<file path="config.mk">
export PLATFORM = sky130hd
export DESIGN_NAME = stopwatch_timer
export DESIGN_NICKNAME = d
export VERILOG_FILES = /design/src/rtl/stopwatch_timer.sv
export SDC_FILE = /design/constraint.sdc
export NUM_CORES = 1
export LEC_CHECK = 0
export BUFFER_PORTS_ARGS = -buffer_cell sky130_fd_sc_hd__buf_2
export CAP_MARGIN = 40
export CORE_MARGIN = 10
export CORE_UTILIZATION = 30
export DETAILED_ROUTE_END_ITERATION = 8
export SLEW_MARGIN = 10
export SYNTH_ARGS = -nofsm -noshare
export SYNTH_HDL_FRONTEND = slang
export SYNTH_SLANG_ARGS = --single-unit
</file>
<file path="constraint.sdc">
create_clock -name clk_100mhz -period 2.2 [get_ports clk_100mhz]
set_input_delay 0.44 -clock clk_100mhz [delete_from_list [all_inputs] [get_ports clk_100mhz]]
set_output_delay 0.44 -clock clk_100mhz [all_outputs]
set_load 0.05 [all_outputs]
</file>
<file path="src/rtl/stopwatch_timer.sv">
// stopwatch_timer
// mm:ss time-keeping block. It runs as an up-counting stopwatch or as a
// down-counting timer with an expiry alarm, and it has an adjust mode that
// steps the selected field up or down.
//
// Optional feature: define STOPWATCH_LAP_EN to enable the lap-hold display
// and clear-on-lap behaviour. In the default build btn_lap is ignored and
// lap_hold is tied low.
//
// Parameters:
//   MIN_MAX    highest minute value (1..99). Minutes wrap to 00 after it.
//   RESET_RUN  state after reset: 1 = RUNNING, 0 = PAUSED.
//
// Ports:
//   clk_100mhz      system clock
//   rst             synchronous, active-high reset
//   tick_count      1 Hz counting enable (1-cycle pulse)
//   tick_adj        2 Hz adjust enable (1-cycle pulse)
//   btn_pause       debounced pause button level
//   btn_lap         debounced lap/clear button level
//   sw_sel          adjust field select (1 = seconds, 0 = minutes)
//   sw_adj          adjust mode switch
//   sw_down         count down / adjust decrement
//   bcd_*           displayed digits, mm:ss in BCD
//   is_adj          high in either adjust state
//   is_sel_sec      mirrors sw_sel
//   is_running      high in RUNNING or ADJ_RUNNING
//   alarm           high only in EXPIRED
//   lap_hold        display is frozen on the lap value
module stopwatch_timer #(
   parameter int MIN_MAX   = 59,
   parameter bit RESET_RUN = 1'b1
) (
   input  logic       clk_100mhz,
   input  logic       rst,
   input  logic       tick_count,
   input  logic       tick_adj,
   input  logic       btn_pause,
   input  logic       btn_lap,
   input  logic       sw_sel,
   input  logic       sw_adj,
   input  logic       sw_down,
   output logic [3:0] bcd_min_tens,
   output logic [3:0] bcd_min_ones,
   output logic [3:0] bcd_sec_tens,
   output logic [3:0] bcd_sec_ones,
   output logic       is_adj,
   output logic       is_sel_sec,
   output logic       is_running,
   output logic       alarm,
   output logic       lap_hold
);

   typedef enum logic [2:0] {
      PAUSED,
      RUNNING,
      ADJ_PAUSED,
      ADJ_RUNNING,
      EXPIRED
   } state_t;

   localparam logic [3:0] MAX_TENS    = 4'(MIN_MAX / 10);
   localparam logic [3:0] MAX_ONES    = 4'(MIN_MAX % 10);
   localparam logic [7:0] MIN_TOP     = {MAX_TENS, MAX_ONES};
   localparam state_t     RESET_STATE = RESET_RUN ? RUNNING : PAUSED;

   state_t     state_q, state_d;
   logic [7:0] min_q, min_d;
   logic [7:0] sec_q, sec_d;
   logic       pause_q;
   logic       pause_press;
   logic       live_zero, live_one;
   logic       enter_adj;

   // Field steppers, each working on a {tens, ones} BCD byte.
   function automatic logic [7:0] sec_inc(input logic [7:0] v);
      if (v[3:0] != 4'd9)      return {v[7:4], v[3:0] + 4'd1};
      else if (v[7:4] != 4'd5) return {v[7:4] + 4'd1, 4'd0};
      else                     return 8'h00;
   endfunction

   function automatic logic [7:0] sec_dec(input logic [7:0] v);
      if (v[3:0] != 4'd0)      return {v[7:4], v[3:0] - 4'd1};
      else if (v[7:4] != 4'd0) return {v[7:4] - 4'd1, 4'd9};
      else                     return 8'h59;
   endfunction

   function automatic logic [7:0] min_inc(input logic [7:0] v);
      if (v == MIN_TOP)        return 8'h00;
      else if (v[3:0] != 4'd9) return {v[7:4], v[3:0] + 4'd1};
      else                     return {v[7:4] + 4'd1, 4'd0};
   endfunction

   function automatic logic [7:0] min_dec(input logic [7:0] v);
      if (v == 8'h00)          return MIN_TOP;
      else if (v[3:0] != 4'd0) return {v[7:4], v[3:0] - 4'd1};
      else                     return {v[7:4] - 4'd1, 4'd9};
   endfunction

   // The button history samples even during reset, so a button held
   // through reset release is not seen as a fresh press.
   always_ff @(posedge clk_100mhz) begin
      pause_q <= btn_pause;
   end

   assign pause_press = btn_pause & ~pause_q;
   assign live_zero   = (min_q == 8'h00) && (sec_q == 8'h00);
   assign live_one    = (min_q == 8'h00) && (sec_q == 8'h01);

`ifdef STOPWATCH_LAP_EN
   logic        lap_btn_q;
   logic        lap_press;
   logic        lap_hold_q, lap_hold_d;
   logic [15:0] lap_q, lap_d;

   always_ff @(posedge clk_100mhz) begin
      lap_btn_q <= btn_lap;
   end

   assign lap_press = btn_lap & ~lap_btn_q;
`endif

   // Next-state and next-time logic. The lap handling runs after the state
   // transitions so that it sees the pre-tick live time, and entering an
   // adjust state always has the final word on lap_hold.
   always_comb begin
      state_d   = state_q;
      min_d     = min_q;
      sec_d     = sec_q;
      enter_adj = 1'b0;
`ifdef STOPWATCH_LAP_EN
      lap_hold_d = lap_hold_q;
      lap_d      = lap_q;
`endif
      case (state_q)
         PAUSED: begin
            if (pause_press) begin
               state_d = RUNNING;
            end else if (sw_adj) begin
               state_d   = ADJ_PAUSED;
               enter_adj = 1'b1;
            end
         end
         RUNNING: begin
            if (pause_press) begin
               state_d = PAUSED;
            end else if (sw_adj) begin
               state_d   = ADJ_RUNNING;
               enter_adj = 1'b1;
            end else if (tick_count) begin
               if (!sw_down) begin
                  sec_d = sec_inc(sec_q);
                  if (sec_q == 8'h59) min_d = min_inc(min_q);
               end else if (live_zero) begin
                  state_d = EXPIRED;
               end else begin
                  sec_d = sec_dec(sec_q);
                  if (sec_q == 8'h00) min_d = min_dec(min_q);
                  if (live_one) state_d = EXPIRED;
               end
            end
         end
         ADJ_PAUSED, ADJ_RUNNING: begin
            if (!sw_adj) begin
               state_d = (state_q == ADJ_PAUSED) ? PAUSED : RUNNING;
            end else if (tick_adj) begin
               if (sw_sel) sec_d = sw_down ? sec_dec(sec_q) : sec_inc(sec_q);
               else        min_d = sw_down ? min_dec(min_q) : min_inc(min_q);
            end
         end
         EXPIRED: begin
            if (pause_press) begin
               state_d = PAUSED;
            end else if (sw_adj) begin
               state_d   = ADJ_PAUSED;
               enter_adj = 1'b1;
            end
         end
         default: state_d = RESET_STATE;
      endcase
`ifdef STOPWATCH_LAP_EN
      if (lap_press) begin
         if (lap_hold_q) begin
            lap_hold_d = 1'b0;
         end else if (state_q == RUNNING) begin
            lap_d      = {min_q, sec_q};
            lap_hold_d = 1'b1;
         end else if (state_q == PAUSED) begin
            min_d = 8'h00;
            sec_d = 8'h00;
         end
      end
      if (enter_adj) lap_hold_d = 1'b0;
`endif
   end

   // State, time and lap registers.
   always_ff @(posedge clk_100mhz) begin
      if (rst) begin
         state_q <= RESET_STATE;
         min_q   <= 8'h00;
         sec_q   <= 8'h00;
`ifdef STOPWATCH_LAP_EN
         lap_hold_q <= 1'b0;
         lap_q      <= 16'h0000;
`endif
      end else begin
         state_q <= state_d;
         min_q   <= min_d;
         sec_q   <= sec_d;
`ifdef STOPWATCH_LAP_EN
         lap_hold_q <= lap_hold_d;
         lap_q      <= lap_d;
`endif
      end
   end

`ifdef STOPWATCH_LAP_EN
   assign lap_hold = lap_hold_q;
   assign {bcd_min_tens, bcd_min_ones, bcd_sec_tens, bcd_sec_ones} =
      lap_hold_q ? lap_q : {min_q, sec_q};
`else
   logic unused_lap;
   assign unused_lap = btn_lap ^ enter_adj;
   assign lap_hold   = 1'b0;
   assign {bcd_min_tens, bcd_min_ones, bcd_sec_tens, bcd_sec_ones} = {min_q, sec_q};
`endif

   assign is_adj     = (state_q == ADJ_PAUSED) || (state_q == ADJ_RUNNING);
   assign is_sel_sec = sw_sel;
   assign is_running = (state_q == RUNNING) || (state_q == ADJ_RUNNING);
   assign alarm      = (state_q == EXPIRED);

endmodule

</file>
## Word-level counts from Yosys, hierarchy flattened

Cells that the tools add are included.

- Logic and storage cells: 95
- Bits of input ports: 9
- Output and inout port bits: 21
- Register bits: 20

- Muxes and demuxes: 42
- Add/subtract/negate cells: 8
- Equality and inequality tests: 24
- Reductions and logical operators: 15
- Bitwise logic cells: 2

Operators by type and width:

| operator | number |
|---|---|
| two-way mux 8 bit | 28 |
| one-hot mux 8 bit (2 select lines) | 2 |
| two-way mux 3 bit | 10 |
| adder 4 x 1 -> 4 bit (second input constant) | 4 |
| == test 8 x 7 -> 1 bit (second input constant) | 2 |
| zero test 8 bit | 2 |
| != test 2 bit (second input constant) | 8 |
| != test 4 bit (second input constant) | 4 |
| subtractor 4 x 1 -> 4 bit (second input constant) | 4 |
| one-hot mux 3 bit (4 select lines) | 1 |
| nonzero test 4 bit | 3 |
| AND reduction 10 bit | 1 |
| != test 3 bit (second input constant) | 3 |
| == test 8 x 1 -> 1 bit (second input constant) | 1 |
| AND reduction 8 bit | 1 |
| == test 3 x 2 -> 1 bit (second input constant) | 2 |
| != test 5 bit (second input constant) | 1 |
| != test 4 x 3 -> 1 bit (second input constant) | 1 |
| AND reduction 4 bit | 1 |
| == test 3 x 1 -> 1 bit (second input constant) | 1 |
| == test 3 bit (second input constant) | 1 |
| zero test 3 bit | 1 |
| logical AND 1 bit | 2 |
| logical OR 1 bit | 2 |
| other kinds (5) | 5 |

## Logic depth before layout (Yosys ltp)

- Depth in word-level cells: 10
- Gate-level depth with buffers: 8
- Mapped depth without buffers: 7

## Worst setup path after synthesis

No wires, ideal clock.

- Path kind: reg2reg
- From: register min_q[0]
- To: register sec_q[6]
- Stages on the path, launching flop included: 8
- Data required time: 2.132 ns
- Path buffers: 0
- Arrival time: 2.283 ns
- Setup slack: -0.151 ns
- Setup time: 0.068 ns
- Period minus slack after synthesis: 2.351 ns
- Cells stage by stage: dfxtp_1 inv_1 ha_1 or3b_4 nor4_4 a2111o_2 a221o_1 a21oi_2

- Cells in the longest elaborated chain, start to end: 4

Ends and longest elaborated chain:

| what | RTL line | RTL |
|---|---|---|
| from (decl) | 68 | `logic [7:0] min_q, min_d;` |
| from (signal assigned) | 209 | `min_q <= min_d;` |
| zero test 8 bit | 107 | `assign live_zero = (min_q == 8'h00) && (sec_q == 8'h00);` |
| logical AND 1 bit | 107 |  |
| != test 3 bit (no source line) | n/a |  |
| AND reduction 8 bit (no source line) | n/a |  |
| to (signal assigned) | 202 | `sec_q <= 8'h00;` |
| to (signal assigned) | 210 | `sec_q <= sec_d;` |
| to (decl) | 69 | `logic [7:0] sec_q, sec_d;` |

Every way passes these cells.
A chain may end at the register's enable or synchronous reset.

## Worst setup path after layout

- From: register sec_q[5]
- To: register sec_q[6]

- Cells in the longest elaborated chain, start to end: 9
- Elaborated cells on any way between the ends: 22
- Those cells by class: add/sub (2); eq/ne (2); mux (14); reduce/logical (4)

Ends and longest elaborated chain:

| what | RTL line | RTL |
|---|---|---|
| subtractor 4 x 1 -> 4 bit or nonzero test 4 bit (tied branches) | 84 | `else if (v[7:4] != 4'd0) return {v[7:4] - 4'd1, 4'd9};` |
| two-way mux 8 bit | 84 |  |
| two-way mux 8 bit | 83 | `if (v[3:0] != 4'd0) return {v[7:4], v[3:0] - 4'd1};` |
| two-way mux 8 bit | 154 | `end else if (live_zero) begin` |
| two-way mux 8 bit | 151 | `if (!sw_down) begin` |
| two-way mux 8 bit | 150 | `end else if (tick_count) begin` |
| two-way mux 8 bit | 147 | `end else if (sw_adj) begin` |
| two-way mux 8 bit | 145 | `if (pause_press) begin` |
| one-hot mux 8 bit (2 select lines) | 135 | `case (state_q)` |

Parallel ways exist; a longest one is shown, timed or not. The select of a mux whose other input is x is not followed.

==> results.toml <==
[finish]
fillers = 597
area_delta_synth_final_pct = 24.21
layout.cells.non_filler = 335
drive_above_1_share = 0.3156
diodes = 0
nNetsFinal = 283

[clocking]
h-tree-depth = 1
clkLatencyLatePin_ps = 260
cts_root_buffer = "clkbuf_8"
clkTransAtPathRegs_ps = 80
cts_tree = "built"
numCtsBuffers = 3
clock_sinks = 20
clk_path_buf_depth = 2

[yosys]
avgSynthCellArea_um2 = 7.798
syn_inst = 224
ys_seq_area_frac = 0.2292
synth_top_family_by_area = "compound AO/OA/AOI/OAI gates"
yosysWarnings = 0
synth_compound_area_frac = 0.2865
ys_types = 60
synthArstFlopShare = 0
synth_top_area_cell = "dfxtp_1"
syn_area_um2 = 1747
synth_area_leaders = "dfxtp_1, ha_1, nor2_1, a21oi_1, nand2_1"
synthXorXnorAreaFrac = 0.01003
synth_nets = 243
synth_fa_ha_area_frac = 0.07163
synthMuxAreaShare = 0.03510
synth-main-ff-cell = "dfxtp_1"
synth_edf_count = 0
yosys_register_bits = 20
netlist.area_leader.share = 0.2292
synthSimpleGateAreaFrac = 0.2844

[die]
die_area_um2 = 9275
ios = 30
initial_core_util = 0.3134
die_w_um = 96.31
die_y_um = 96.31
rows = 27
core_um2 = 5574

[sta]
skew_ps = 5.743
rsz0062_at_grt = "false"
tightest_slew_ps = 490.7
setup_viol = 0
holdWs_ps = 293.6
fin_crit_ps = 2090
max_slew_margin = 0.6644
finalMaxSlewViolations = 0
hold_viol_final = 0
post-route-period-util = 0.9499
fmax_mhz = 478.5
fin_setup_tns_ps = 0

[job]
cap_viol_max_count = 0

[global_route]
grt_first_pass_wirelength_mm = 7.852
grt_max_degree = 24
grt.overflow.total = 0
grt_pass1_vias = 1754
grt_usage = 0.1007
antenna_found_initial = 0

[critical_path]
worstReg2RegEnd = "sec_q[6]"
crit_type = "reg2reg"
path_max_fanout = 7
rrSetupSlack_ps = 110
reg2reg_from = "sec_q[5]"
worstSetupEndpointType = "flip-flop"
arrival_ps = 2290
critPathLaunchType = "flip-flop"
reg2regPathDepth = 8
required_ps = 2400

[route]
first_pass_iters = 4
wire_per_inst_um = 13.70
drtIter0Drc = 136
vias_per_cell = 5.245
vias = 1757
ant_nets = 0
drt_wl_total_mm = 4.590
drc = 0

[placed_design]
port_buffers = 27
dp_cells = 330
place_hpwl_mm = 3.463
gp_congestion = 0.8719

[power]
cellPowerDensity_nw_per_um2 = 674.8
p_total_w = 0.001464
power_leakage_nw = 0.8931
peakVddDrop_uv = 355.4

[min_path]
hp-class = "in2reg"
worst_hold_path.num_cells = 1
hold_path_end = "pause_q"
hold_start = "btn_pause"

[status]
status = "finished clean"
[synth_stat cells, drive strengths merged (4+ instances only)]
cell and number:
dfxtp 20, o31ai 7, mux2i 5, nor2 20, nand3 9, a31oi 5
inv 14, or3b 4, clkbuf 6, o21ai 8, nand3b 4, buf 11
ha 10, nor2b 5, nor3 9, nand2 17, a21oi 15
[area by class of cell]
type | count | area (um2) | share of cell area
multi-input cells | 173 | 1241 | 0.5721
inverters | 14 | 52.55 | 0.02422
clock buffers | 4 | 55.05 | 0.02537
well taps | 72 | 90.09 | 0.04152
flip-flops and latches | 20 | 407.9 | 0.1880
repair buffers | 52 | 322.8 | 0.1488
[state kept, by name, indices dropped and copies added (netlist names)]
register  count
pause_q       1
sec_q         8
state_q       3
min_q         8
[stage by stage]
stage	setup slack, ps	utilization	area, um2
final	110.3	0.3892	2170
after global routing	1.589	0.3892	2170
after CTS	44.19	0.3814	2126
after detailed placement	67.32	0.3715	2071
after global placement	87.51	0.3715	2071
after floorplan	16.91	-	1754
[cells in the final DEF, fill, tap and decap left out, drive strengths merged, types with 3 or more instances in the layout]
| master | instances |
|---|---|
| buf | 52 |
| nor2 | 20 |
| dfxtp | 20 |
| nand2 | 17 |
| a21oi | 15 |
| inv | 14 |
| ha | 10 |
| nand3 | 9 |
| nor3 | 9 |
| o21ai | 8 |
| o31ai | 7 |
| nor2b | 5 |
| mux2i | 5 |
| a31oi | 5 |
| nand3b | 4 |
| clkbuf | 4 |
| or3b | 4 |
| a221o | 3 |
| a22oi | 3 |
| a211oi | 3 |
| nand2b | 3 |
| nor4 | 3 |
[report_power, final]
part	internal, W	leakage (nW)	total, W	switching (W)
Combinational	0.000293	0.699	0.000737	0.000444
Sequential	0.000396	0.166	0.000436	0.0000404
Clock	0.000160	0.0288	0.000291	0.000131
Total	0.000848	0.893	0.00146	0.000616
[worst max-delay path by stage]
stage | from | endpoint | slack (ps) | depth (start not counted)
6_report | sec_q[5] | sec_q[6] | 110 | 8
5_1_grt | sec_q[5] | sec_q[6] | 2 | 8
4_1_cts | min_q[1] | state_q[0] | 40 | 8
3_5_place_dp | min_q[1] | state_q[0] | 70 | 8
3_3_place_gp | sw_adj | sec_q[6] | 90 | 6
2_1_floorplan | sec_q[0] | sec_q[6] | 20 | 7
[per-layer routing]
metal  global-route usage  share of wire  vias up
li1                     -              -      911
met1               0.1228           0.47      815
met2               0.1777           0.49       29
met5                    0              0        -
met4              0.01695         0.0031        0
met3              0.02335          0.038        2
[repair_timing]
item                       CTS  global route
setup endpoints to repair    0            14
buffers inserted             0             1
hold buffers                 0             0
gates resized for setup      0             5
[kinds of logic (layout without fill, tap and decap cells)]
| logic type | count (synthesis) | count (layout) |
|---|---|---|
| other cells | 1 | 1 |
| simple gates | 87 | 87 |
| flops | 20 | 20 |
| buf+inv | 31 | 70 |
| fa+ha+maj | 10 | 10 |
| xor+xnor | 2 | 2 |
| compound gates | 67 | 67 |
| mux | 6 | 6 |
[critical path, cell delays in order (launching register included)]
cell and delay (ps):
dfxtp_2 380, inv_1 90, ha_1 270, nand4bb_4 150
nor4_4 60, buf_4 160, a2111o_2 500, a221o_1 300
a21oi_2 110
No activity file was read; power rests on OpenSTA's default activity.
